`config.mk`:
```
export PLATFORM = sky130hd
export DESIGN_NAME = fifo_serial_tx
export DESIGN_NICKNAME = d
export VERILOG_FILES = /design/src/rtl/fifo_serial_tx.sv
export SDC_FILE = /design/constraint.sdc
export NUM_CORES = 1
export LEC_CHECK = 0
export BUFFER_PORTS_ARGS = -buffer_cell sky130_fd_sc_hd__buf_2
export CORE_MARGIN = 10
export CORE_UTILIZATION = 55
export CTS_CLUSTER_DIAMETER = 80
export DETAILED_ROUTE_END_ITERATION = 16
export GPL_TIMING_DRIVEN = 0
export PLACE_DENSITY = 0.79
export SYNTH_ARGS = -nofsm -noshare
export SYNTH_HDL_FRONTEND = slang
export SYNTH_SLANG_ARGS = --single-unit
```
`constraint.sdc`:
```
create_clock -name clk -period 3.7 [get_ports clk]
set_input_delay 0.555 -clock clk [delete_from_list [all_inputs] [get_ports clk]]
set_output_delay 0.555 -clock clk [all_outputs]
set_load 0.005 [all_outputs]
```
`src/rtl/fifo_serial_tx.sv`:
```
// Serializer draining a first-word-fall-through FIFO onto an idle-high line.
// Frame: start, 8 data bits LSB-first, optional even parity, stop.
module fifo_serial_tx #(
  parameter int CLKS_PER_BIT = 8,
  parameter bit PARITY_EN    = 1'b0,
  parameter int CNT_WIDTH    = 16
) (
  input  logic                 clk,
  input  logic                 rst,
  input  logic                 tx_en,
  input  logic                 fifo_empty,
  input  logic [7:0]           fifo_rdata,
  output logic                 fifo_r_enable,
  output logic                 serial_out,
  output logic                 busy,
  output logic                 frame_done,
  output logic [CNT_WIDTH-1:0] bytes_sent
);

  localparam int DIV_W = $clog2(CLKS_PER_BIT);
  localparam logic [DIV_W-1:0] DIV_MAX = DIV_W'(CLKS_PER_BIT - 1);

  typedef enum logic [2:0] {
    S_IDLE,
    S_START,
    S_DATA,
    S_PARITY,
    S_STOP
  } state_t;

  state_t               state_q, state_d;
  logic [DIV_W-1:0]     div_q, div_d;
  logic [2:0]           bit_q, bit_d;
  logic [7:0]           shift_q, shift_d;
  logic                 parity_q, parity_d;
  logic                 serial_out_q, serial_out_d;
  logic                 busy_q, busy_d;
  logic                 frame_done_q, frame_done_d;
  logic [CNT_WIDTH-1:0] bytes_q, bytes_d;
  logic                 div_wrap;
  logic                 launch;

  always_comb begin
    div_wrap = (div_q == DIV_MAX);
    launch   = tx_en & ~fifo_empty & ~rst &
               ((state_q == S_IDLE) | ((state_q == S_STOP) & div_wrap));

    state_d  = state_q;
    div_d    = (state_q == S_IDLE || div_wrap) ? '0 : div_q + DIV_W'(1);
    bit_d    = bit_q;
    shift_d  = shift_q;
    parity_d = parity_q;
    bytes_d  = bytes_q;

    case (state_q)
      S_IDLE: ;
      S_START: begin
        if (div_wrap) begin
          state_d = S_DATA;
          bit_d   = '0;
        end
      end
      S_DATA: begin
        if (div_wrap) begin
          shift_d = {1'b0, shift_q[7:1]};
          if (bit_q == 3'd7) begin
            bit_d   = '0;
            state_d = PARITY_EN ? S_PARITY : S_STOP;
          end else begin
            bit_d = bit_q + 3'd1;
          end
        end
      end
      S_PARITY: begin
        if (div_wrap) state_d = S_STOP;
      end
      S_STOP: begin
        if (div_wrap) begin
          bytes_d = bytes_q + CNT_WIDTH'(1);
          state_d = S_IDLE;
        end
      end
      default: state_d = S_IDLE;
    endcase

    // A launch (from IDLE or the final stop cycle) overrides the case result.
    if (launch) begin
      state_d  = S_START;
      div_d    = '0;
      bit_d    = '0;
      shift_d  = fifo_rdata;
      parity_d = ^fifo_rdata;
    end

    case (state_d)
      S_START:  serial_out_d = 1'b0;
      S_DATA:   serial_out_d = shift_d[0];
      S_PARITY: serial_out_d = parity_d;
      default:  serial_out_d = 1'b1;
    endcase
    busy_d       = (state_d != S_IDLE);
    frame_done_d = (state_d == S_STOP) && (div_d == DIV_MAX);
  end

  always_ff @(posedge clk) begin
    if (rst) begin
      state_q      <= S_IDLE;
      div_q        <= '0;
      bit_q        <= '0;
      shift_q      <= '0;
      parity_q     <= 1'b0;
      serial_out_q <= 1'b1;
      busy_q       <= 1'b0;
      frame_done_q <= 1'b0;
      bytes_q      <= '0;
    end else begin
      state_q      <= state_d;
      div_q        <= div_d;
      bit_q        <= bit_d;
      shift_q      <= shift_d;
      parity_q     <= parity_d;
      serial_out_q <= serial_out_d;
      busy_q       <= busy_d;
      frame_done_q <= frame_done_d;
      bytes_q      <= bytes_d;
    end
  end

  assign fifo_r_enable = launch;
  assign serial_out    = serial_out_q;
  assign busy          = busy_q;
  assign frame_done    = frame_done_q;
  assign bytes_sent    = bytes_q;

endmodule

```
==> results_dict.tcl <==
set metrics [dict create \
    hold_end "shift_q[1]" \
    reg2reg_depth 8 \
    worstPathMaxFanout 10 \
    track_usage_pct 12.6 \
    die_h_um 77.4 \
    cts-resized-gates 0 \
    drive_gt1_share_pct 22.6 \
    grt_pass1_wl_mm 6.35 \
    areaGrowthSynthToFinish_pct 16.3 \
    stdcell_count 283 \
    synth_cells 200 \
    clkTransAtPathRegs_ns 0.11 \
    cts_hold_buf 0 \
    die_w_um 77.4 \
    synth_ff_type "dfxtp_1" \
    synth-edff-count 0 \
    htreeDepth 2 \
    ys_types 41 \
    postPlaceCellArea_sq_mm 0.00202 \
    seq_area_frac_synth_pct 40.9 \
    drt_iter0_markers 94 \
    pre_cts_ws_ns 1.42 \
    async_flop_share_pct 0 \
    slowest_delay_ns 0.38 \
    syn-cell-area_sq_mm 0.00181 \
    ant_nets 0 \
    yosysTopAreaCellShare_pct 40.9 \
    finalSetupViolCount 0 \
    stdcell_area_sq_mm 0.00210 \
    arrival_ns 2.17 \
    ir_worst_vdd_uv 308 \
    synth_warnings 0 \
    initial_utilization_pct 58.3 \
    report.final.hold_viol_count 0 \
    required_ns 3.14 \
    skew_ns 0.00960 \
    min_path_type "reg -> reg" \
    pin_count 32 \
    grt.overflow.total 0 \
    post_cts.repair.setup_buffers 0 \
    outcome "finished clean" \
    period_needed_ns 2.73 \
    tritoncts "done" \
    cp-start-kind "flip-flop" \
    min-delay-start "shift_q[1]" \
    whs_path_depth 2 \
    crit_chain "ha_1 > ha_1 > nand2b_1 > nand3_1 > inv_1 > buf_2 > buf_2" \
    avgSynthCellArea_sq_um 9.05 \
    slew_headroom_pct 70.1 \
    r2r_start "div_q[0]" \
    r2r_setup_slack_ns 1.57 \
    path_delay_family "buffers and inverters" \
    timing.rr.end "shift_q[4]" \
    gp_congestion 0.754 \
    yosysMostFrequentCell "dfxtp_1" \
    coreArea_sq_mm 0.00310 \
    p_total_mw 0.756 \
    antenna_found_initial 0 \
    rsz0062_at_grt "false" \
    drc 0 \
    drt-pass1-iter-count 4 \
    nets 256 \
    vias_per_cell 5.38 \
    worstMarginPinSlew_ns 0.448 \
    dr_total_vias 1522 \
    ys_top_cells_by_area "dfxtp_1 (41%), xnor2_1 (7.3%), nor2_1 (5.2%)" \
    synth_top_area_cell "dfxtp_1" \
    wl_per_cell_um 13.1 \
    n_antenna_cell 0 \
    dp.cells 275 \
    cts.path.max_buffers 2 \
    grt_pass1_vias 1487 \
    routed_wirelength_mm 3.71 \
    critPathCaptureType "output port" \
    clk_latency_ns 0.35 \
    fin_ws_ns 0.973 \
    critPathKind "reg -> out" \
    cts_buffers 5 \
    portBuffers 31 \
    fmax_mhz 367 \
    cts_root_buf "clkbuf_4" \
    crit_buf_inv 3 \
    slew_violations 0 \
    ys_ff_latch 37 \
    power_density_mw_per_mm2 359 \
    syn_nets 218 \
    grt_max_degree 12 \
    drv_cap 0 \
    place_hpwl_mm 2.80 \
    clock_sinks 37 \
    fp-row-count 20 \
    fin_crit_sh_pct 73.7 \
    critPathSlowestCell "dfxtp_1" \
    setup_tns_ns 0 \
    synth_common_cells "dfxtp_1 (37), nor2_1 (25), xnor2_1 (15), inv_1 (13), a211oi_1 (12)" \
    die_area_sq_mm 0.00598 \
    leakage_nw 0.840 \
]
flip-flops by register name, indices dropped and copies added (netlist names):
name	flops
state_q	3
div_q	3
busy	1
bytes_sent	16
frame_done	1
serial_out	1
parity_q	1
shift_q	8
bit_q	3
through the flow:
stage,hold WS [ns],utilization (%)
5_1_grt,0.485,67.8
2_1_floorplan,0.428,-
6_report,0.468,67.8
3_3_place_gp,0.449,65.1
4_1_cts,0.469,67.8
3_5_place_dp,0.451,65.1
power by group:
group / switching, mW / internal, mW / total (mW)
Sequential: 0.00368 / 0.405 / 0.409
Combinational: 0.0298 / 0.0247 / 0.0545
Clock: 0.131 / 0.161 / 0.292
cells in the final DEF (no fill, tap or decap), types with 7 or more instances in the layout:
cell type,instances
dfxtp_1,37
buf_2,36
nor2_1,25
xnor2_1,15
inv_1,13
a211oi_1,12
nand4_1,8
nand2_1,7
cell families after synthesis:
family | after synthesis | share of synthesized area, %
buffers and inverters | 24 | 5.74
AOI/OAI and AO/OA | 31 | 13.1
DFF | 37 | 40.9
adders and majority gates | 6 | 4.15
xor gates and xnor gates | 19 | 9.20
muxes | 3 | 1.80
and+or+nand+nor | 80 | 25.0
worst reg2reg max path, cell delays in order, from the launching register on:
cell and delay [ns]:
dfxtp_1 0.35, ha_1 0.23, ha_1 0.28, nand2b_1 0.22
nand3_1 0.15, inv_1 0.12, buf_2 0.20, a221oi_1 0.35
a211oi_1 0.09
cell type report:
| cell class | instances | area [sq um] |
|---|---|---|
| fillers | 279 | 998 |
| multi-input cells | 139 | 965 |
| flip-flops and latches | 37 | 741 |
| repair buffers | 31 | 155 |
| clock buffers | 7 | 55.1 |
| plain buffers | 11 | 55.1 |
| well taps | 44 | 55.1 |
| inverters | 13 | 48.8 |
| clock inverters | 1 | 30.0 |
worst max-delay path by stage:
stage | start | endpoint | slack, ns | cells after the start
2_1_floorplan | div_q[0] | fifo_r_enable | 1.81 | 6
3_3_place_gp | div_q[0] | fifo_r_enable | 1.44 | 7
3_5_place_dp | div_q[0] | fifo_r_enable | 1.42 | 7
4_1_cts | div_q[0] | fifo_r_enable | 0.97 | 7
5_1_grt | div_q[0] | fifo_r_enable | 0.80 | 7
6_report | div_q[0] | fifo_r_enable | 0.97 | 7
routing by layer:
layer | wire (um) | track usage, %
met5 | 0 | 0
met1 | 1730 | 14.2
met2 | 1710 | 20.9
met4 | 57 | 4.56
met3 | 216 | 5.41
Note: power is estimated with default switching activity, not from simulation.
